===== src/rtl/rst_seq_pkg.sv =====
// Shared types and helpers for the reset sequencer: FSM state encoding,
// reset-cause codes and a max() used to size the shared counter.
package rst_seq_pkg;

  typedef enum logic [1:0] {
    SYNC    = 2'd0,
    HOLD    = 2'd1,
    RELEASE = 2'd2,
    RUN     = 2'd3
  } state_e;

  localparam logic CAUSE_PAD = 1'b0;
  localparam logic CAUSE_SW  = 1'b1;

  function automatic int max(input int a, input int b);
    return (a > b) ? a : b;
  endfunction

endpackage


===== src/rtl/rst_sync2.sv =====
// Two-flop reset synchronizer: asserts asynchronously with rst_n_i,
// deasserts synchronously to clk_i two edges after rst_n_i rises.
module rst_sync2 (
  input  logic clk_i,
  input  logic rst_n_i,
  output logic q_o
);

  logic [1:0] sync_q;
  logic [1:0] sync_d;

  always_comb begin
    sync_d = {sync_q[0], 1'b1};
  end

  always_ff @(posedge clk_i or negedge rst_n_i) begin
    if (!rst_n_i) sync_q <= 2'b00;
    else          sync_q <= sync_d;
  end

  assign q_o = sync_q[1];

endmodule


===== src/rtl/rst_sequencer.sv =====
// Stretched, staggered reset release for the Wishbone system and its peripherals.
// Optional macro SW_RST_EN: lets sw_rst_req_i restart the sequence from RUN.
//
// state   | meaning
// SYNC    | waiting for the synchronized pad reset to release
// HOLD    | wb_rst_o held for STRETCH cycles
// RELEASE | peripheral resets cleared LSB first, STAGE_GAP cycles apart
// RUN     | all resets released, rst_done_o high
module rst_sequencer
  import rst_seq_pkg::*;
#(
  parameter int STRETCH   = 16,
  parameter int N_STAGES  = 3,
  parameter int STAGE_GAP = 4
) (
  input  logic                wb_clk_i,
  input  logic                rst_n_pad_i,
  input  logic                sw_rst_req_i,
  output logic                wb_rst_o,
  output logic [N_STAGES-1:0] periph_rst_o,
  output logic                rst_done_o,
  output logic                rst_cause_o
);

  localparam int CNT_W = $clog2(max(STRETCH, STAGE_GAP)) + 1;
  localparam int IDX_W = $clog2(N_STAGES) + 1;

  localparam logic [CNT_W-1:0]    HOLD_LAST = CNT_W'(STRETCH - 1);
  localparam logic [CNT_W-1:0]    GAP_LAST  = CNT_W'(STAGE_GAP - 1);
  localparam logic [IDX_W-1:0]    IDX_LAST  = IDX_W'(N_STAGES - 1);
  localparam logic [N_STAGES-1:0] STAGE_ONE = N_STAGES'(1);

  logic pad_sync;

  rst_sync2 u_rst_sync2 (
    .clk_i   (wb_clk_i),
    .rst_n_i (rst_n_pad_i),
    .q_o     (pad_sync)
  );

  state_e                state_q, state_d;
  logic [CNT_W-1:0]      cnt_q, cnt_d;
  logic [IDX_W-1:0]      idx_q, idx_d;
  logic                  wb_rst_q, wb_rst_d;
  logic [N_STAGES-1:0]   periph_rst_q, periph_rst_d;
  logic                  done_q, done_d;
`ifdef SW_RST_EN
  logic                  cause_q, cause_d;
`endif

  always_comb begin
    state_d      = state_q;
    cnt_d        = cnt_q;
    idx_d        = idx_q;
    wb_rst_d     = wb_rst_q;
    periph_rst_d = periph_rst_q;
    done_d       = done_q;
`ifdef SW_RST_EN
    cause_d      = cause_q;
`endif
    case (state_q)
      SYNC: begin
        if (pad_sync) begin
          state_d = HOLD;
          cnt_d   = '0;
        end
      end
      HOLD: begin
        if (cnt_q == HOLD_LAST) begin
          state_d  = RELEASE;
          cnt_d    = '0;
          idx_d    = '0;
          wb_rst_d = 1'b0;
        end else begin
          cnt_d = cnt_q + CNT_W'(1);
        end
      end
      RELEASE: begin
        if (cnt_q == GAP_LAST) begin
          cnt_d        = '0;
          periph_rst_d = periph_rst_q & ~(STAGE_ONE << idx_q);
          if (idx_q == IDX_LAST) begin
            state_d = RUN;
            done_d  = 1'b1;
          end else begin
            idx_d = idx_q + IDX_W'(1);
          end
        end else begin
          cnt_d = cnt_q + CNT_W'(1);
        end
      end
      RUN: begin
`ifdef SW_RST_EN
        // Software reset skips SYNC: the clock and pad are already known good.
        if (sw_rst_req_i) begin
          state_d      = HOLD;
          cnt_d        = '0;
          idx_d        = '0;
          wb_rst_d     = 1'b1;
          periph_rst_d = '1;
          done_d       = 1'b0;
          cause_d      = CAUSE_SW;
        end
`endif
      end
      default: state_d = SYNC;
    endcase
  end

  always_ff @(posedge wb_clk_i or negedge rst_n_pad_i) begin
    if (!rst_n_pad_i) begin
      state_q      <= SYNC;
      cnt_q        <= '0;
      idx_q        <= '0;
      wb_rst_q     <= 1'b1;
      periph_rst_q <= '1;
      done_q       <= 1'b0;
`ifdef SW_RST_EN
      cause_q      <= CAUSE_PAD;
`endif
    end else begin
      state_q      <= state_d;
      cnt_q        <= cnt_d;
      idx_q        <= idx_d;
      wb_rst_q     <= wb_rst_d;
      periph_rst_q <= periph_rst_d;
      done_q       <= done_d;
`ifdef SW_RST_EN
      cause_q      <= cause_d;
`endif
    end
  end

  assign wb_rst_o     = wb_rst_q;
  assign periph_rst_o = periph_rst_q;
  assign rst_done_o   = done_q;

`ifdef SW_RST_EN
  assign rst_cause_o = cause_q;
`else
  logic unused_sw_rst_req;
  assign unused_sw_rst_req = sw_rst_req_i;
  assign rst_cause_o       = CAUSE_PAD;
`endif

endmodule

===== config.mk =====
export PLATFORM = sky130hd
export DESIGN_NAME = rst_sequencer
export DESIGN_NICKNAME = d
export VERILOG_FILES = /design/src/rtl/rst_seq_pkg.sv /design/src/rtl/rst_sync2.sv /design/src/rtl/rst_sequencer.sv
export SDC_FILE = /design/constraint.sdc
export NUM_CORES = 1
export LEC_CHECK = 0
export CAP_MARGIN = 30
export CORE_ASPECT_RATIO = 1.1
export CORE_MARGIN = 2
export CORE_UTILIZATION = 35
export CTS_BUF_LIST = sky130_fd_sc_hd__clkbuf_4
export DETAILED_ROUTE_END_ITERATION = 6
export HOLD_SLACK_MARGIN = 0.08
export SLEW_MARGIN = 20
export SYNTH_ARGS = -nofsm -noshare
export SYNTH_HDL_FRONTEND = slang
export SYNTH_HIERARCHICAL = 1
export SYNTH_SLANG_ARGS = --single-unit

===== constraint.sdc =====
create_clock -name wb_clk_i -period 2.2 [get_ports wb_clk_i]
set_clock_uncertainty 0.1 [all_clocks]
set_input_delay 0.44 -clock wb_clk_i [delete_from_list [all_inputs] [get_ports wb_clk_i]]
set_output_delay 0.44 -clock wb_clk_i [all_outputs]
set_load 0.05 [all_outputs]

### Yosys cells after proc, flatten, opt, wreduce, memory -nomap -nowiden

Index checks and enable logic that the tools add are counted.

* shift-type cells: 1
* multipliers: 0
* mux-type cells: 13
* reductions and logical operators: 9
* add/subtract/negate cells: 2
* order comparisons: 0
* div/mod/pow operators: 0
* bitwise gates (word level): 2
* eq/ne operators: 10

Operator list (count)
* $mux 5: 3
* $pmux 5 s3: 1
* $mux 3: 3
* $mux 2: 4
* $ne 2x2->1 const B: 4
* $pmux 2 s3: 1
* $pmux 3 s2: 1
* $reduce_and 2->1: 3
* $add 5x1->5 const B: 1
* $eq 5x2->1 const B: 1
* $eq 5x4->1 const B: 1
* $reduce_and 5->1: 1
* $reduce_and 4->1: 1
* $add 3x1->3 const B: 1
* $and 3x3->3: 1
* $eq 3x2->1 const B: 1
* $not 3->3: 1
* $reduce_and 3->1: 1
* $reduce_bool 3->1: 1
* $shl 1x3->3 const A: 1
* $eq 2x1->1 const B: 1
* $eq 2x2->1 const B: 1
* $logic_not 2->1: 1
* $ne 2x1->1 const B: 1
* $reduce_bool 2->1: 1

* bits in registers: 17
* latch bits: 0
* memory bits (read-only): 0
* memories: 0
* bits of input ports: 3
* logic and storage cells: 44
* RAM bits: 0

### Logic depth before layout (Yosys ltp)

Gate-level depths: netlist of the first run.

* depth in word-level cells: 4
* mapped depth: 8
* gate-level depth less buffers: 8

### Modules after synthesis

Netlist of the first run, hierarchy kept.

Modules (own cells, without submodules)
* rst_sequencer: area an instance 942.2 um^2, cells each 88, instances 1
* rst_sync2: area an instance 53.8 um^2, cells each 3, instances 1

### Worst setup path after synthesis of the first run

No wires, ideal clock.

* kind: register to register
* from: reg cnt_q[0]
* to: reg cnt_q[3]
* cell stages (with the launch flop): 9
* setup time: 95 ps
* path slack: 359 ps
* path buffers: 0
* arrival time: 1646 ps
* path through: dfrtp_1 > ha_1 > nand3_1 > inv_1 > ha_1 > nor2b_1 > a21oi_4 > o32a_2 > o31ai_1

* word-level cells in the longest chain between the ends: 3

Ends and longest elaborated chain
* start, declared: line rst_sequencer.sv:42 `logic [CNT_W-1:0] cnt_q, cnt_d;`
* start signal, assigned: line rst_sequencer.sv:123 `cnt_q <= cnt_d;`
* $add 5x1->5, or another cell as far along: line rst_sequencer.sv:75, rst_sequencer.sv:89
* $mux 5 (on tied branches): line rst_sequencer.sv:79, rst_sequencer.sv:69
* $pmux 5 s3 *: line rst_sequencer.sv:61 `case (state_q)`

Every way passes the cells marked *; elsewhere a longest branch is shown, timed or not.
A chain may end at the register's enable or synchronous reset.

### Final worst setup path of the first run

Same ends and word-level chain as after synthesis.

==> results.json, run 1 <==
{
  "clock_latency_ns": 0.30,
  "fin_hold_ws_ns": 0.258,
  "drv_cap": 0,
  "synth_commonest_cells": "dfrtp_1, ha_1, inv_1",
  "path_common_cell": "ha_1",
  "ios": 9,
  "wl_per_cell_um": 12.9,
  "synth_top_area_cell": "dfrtp_1",
  "viasPerCell": 5.08,
  "global_route.overflow_total": 0,
  "yosysWarnings": 6,
  "synthesis.instances": 91,
  "grt_start_max_net_pins": 18,
  "peakVddDrop_mv": 0.522,
  "tns_ns": 0,
  "rows": 20,
  "first_global_vias": 670,
  "syn_area_um2": 996,
  "cp_slowest_cell": "dfrtp_1",
  "drc": 0,
  "die_w_um": 54.9,
  "fmaxAchievable_mhz": 501,
  "period_needed_ns": 2.00,
  "cp.required_ns": 2.31,
  "synth.top_cells.by_area": "dfrtp_1, ha_1, dfstp_2",
  "hold_viol_final": 0,
  "cts_tree": "done",
  "syn_area_per_cell_um2": 10.9,
  "die_height_um": 59.9,
  "status": "finished clean",
  "port_buffers": 6,
  "yosys.area.top_type_share": 0.327,
  "seqCellArea_um2": 430,
  "first_pass_iters": 4,
  "post_cts_resized": 0,
  "fillers": 273,
  "total_leakage_power_nw": 0.517,
  "path_cells": "ha_1, nand3_1, inv_1, ha_1, nor2b_1, a21oi_4, o32a_2, o31ai_1",
  "root_buffer": "clkbuf_4",
  "gp_congestion": 0.789,
  "antenna_found_initial": 0,
  "worst-path-max-fanout": 5,
  "hpwlAfterDp_um": 1260,
  "synth-seq-area-share": 0.432,
  "start_kind": "register",
  "rsz0062_at_grt": "no",
  "cts_max_level": 1,
  "areaGrowthSynthToFinish_pct": 13.2,
  "dieArea_mm2": 0.00329,
  "fin_nets": 118,
  "n_antenna_cell": 0,
  "clockBufferDepth": 2,
  "cp_slowest_stage_delay_ns": 0.41,
  "setup_viol_count_final": 0,
  "tightest_slew_ns": 0.512,
  "p_per_area_mw_per_mm2": 1130,
  "yosysMostFrequentCell": "dfrtp_1",
  "synthFlopType": "dfrtp_1",
  "worst_hold_path_type": "register to register",
  "dr.first_iter.drc_count": 11,
  "cts_hold_buf": 0,
  "synth_edf_count": 0,
  "slew_violations": 0,
  "clk_pin_slew_ns": 0.09,
  "track_usage": 0.133,
  "synth-seq-cells": 17,
  "crit_type": "register to register",
  "cp.arrival_ns": 2.11,
  "crit_path_end_kind": "register",
  "grt_pass1_wl_um": 3020,
  "detail-route-antenna-nets": 0,
  "period_share": 0.908,
  "numCtsBuffers": 3,
  "core_region_area_mm2": 0.00273,
  "synthDistinctLibCells": 33,
  "multi_input_area_um2": 512,
  "routed-via-count": 686,
  "cts_setup_buffers": 0,
  "syn_nets": 106,
  "async_flop_share": 1.00,
  "slew_headroom": 0.659,
  "start_util": 0.365,
  "final_layout_size_suffix_gt1_frac": 0.216,
  "clock-sinks": 17,
  "drt_wl_total_um": 1750
}
## state kept, by name (all words and copies together), names as in the netlist
name / count
cnt_q: 5
idx_q: 3
periph_rst_o: 3
state_q: 2
u_rst_sync2/sync_q: 2
rst_done_o: 1
wb_rst_o: 1
## per-stage QoR
step / instances / total power [mW] / setup WS [ns] / util / area, µm²
2_1_floorplan: 91 / 0.945 / 0.359 / - / 996
3_3_place_gp: 131 / 1.08 / 0.245 / 0.402 / 1100
3_5_place_dp: 131 / 1.09 / 0.228 / 0.402 / 1100
4_1_cts: 135 / 1.28 / 0.198 / 0.413 / 1130
5_1_grt: 135 / 1.37 / 0.0618 / 0.413 / 1130
6_report: 135 / 1.27 / 0.202 / 0.413 / 1130
## area by class of cell
| cell class | count | area share |
|---|---|---|
| Clock buffer | 4 | 0.0266 |
| Inverter | 11 | 0.0366 |
| Multi-Input combinational cell | 61 | 0.454 |
| Sequential cell | 17 | 0.382 |
| Tap cell | 33 | 0.0366 |
| Timing Repair Buffer | 9 | 0.0644 |
## layout by cell type, fill, tap and decap left out, types with 2 or more instances in the layout
cell,instances
inv_1,11
o31ai_1,3
clkbuf_4,4
dfrtp_1,13
clkdlybuf4s50_1,2
mux2i_1,3
a21boi_0,3
nand2_1,3
nand2b_1,3
buf_4,7
o2bb2ai_1,2
conb_1,2
o21ai_0,4
nand3_1,5
dfstp_2,4
o2111ai_1,2
nor2b_1,3
ha_1,12
## cell families (layout without fill, tap and decap cells)
| logic type | after synthesis | after routing | share of synthesized area |
|---|---|---|---|
| other cells | 2 | 2 | 0.00754 |
| compound gates | 23 | 23 | 0.197 |
| simple gates | 21 | 21 | 0.128 |
| fa+ha+maj | 12 | 12 | 0.151 |
| flops | 17 | 17 | 0.432 |
| mux | 3 | 3 | 0.0302 |
| buf+inv | 13 | 24 | 0.0540 |
## layer usage
| metal | GRT usage | part of all wire |
|---|---|---|
| met1 | 0.175 | 0.45 |
| met2 | 0.202 | 0.49 |
| met3 | 0.0150 | 0.023 |
| met4 | 0.0857 | 0.029 |
| met5 | 0 | 0 |
## report_power, final
part	internal, mW	total (mW)	switching (mW)
Clock	0.0831	0.181	0.0979
Sequential	0.377	0.440	0.0631
Combinational	0.256	0.648	0.392
## critical path: cells and delay by family (launching register included)
| kind | cells | cell delay, ns |
|---|---|---|
| DFF | 1 | 0.41 |
| and+or+nand+nor | 2 | 0.36 |
| buffers and inverters | 1 | 0.05 |
| AOI/OAI and AO/OA | 3 | 0.54 |
| adders and majority gates | 2 | 0.45 |
## final timing paths
kind / start / to / slack, ns / cells after the start
setup / recovery: cnt_q[0] / cnt_q[3] / 0.20 / 8
hold / removal: u_rst_sync2/sync_q[0] / u_rst_sync2/sync_q[1] / 0.26 / 0
setup reg to reg: cnt_q[0] / cnt_q[3] / 0.20 / 8
hold reg to reg: u_rst_sync2/sync_q[0] / u_rst_sync2/sync_q[1] / 0.26 / 0
max in group asynchronous: rst_n_pad_i / periph_rst_o[1] / 1.39 / 2
min in group asynchronous: rst_n_pad_i / cnt_q[1] / 0.35 / 2
(Power assumes the default switching activity.)
==> run 2, diff against run 1 <==
--- a/config.mk
+++ b/config.mk
@@ -5,7 +5,7 @@
 export SDC_FILE = /design/constraint.sdc
 export NUM_CORES = 1
 export LEC_CHECK = 0
-export CAP_MARGIN = 30
+export CAP_MARGIN = 20
 export CORE_ASPECT_RATIO = 1.1
 export CORE_MARGIN = 2
 export CORE_UTILIZATION = 35
==> results of run 2 <==
Final layout, timing and power as in run 1 (identical DEF).
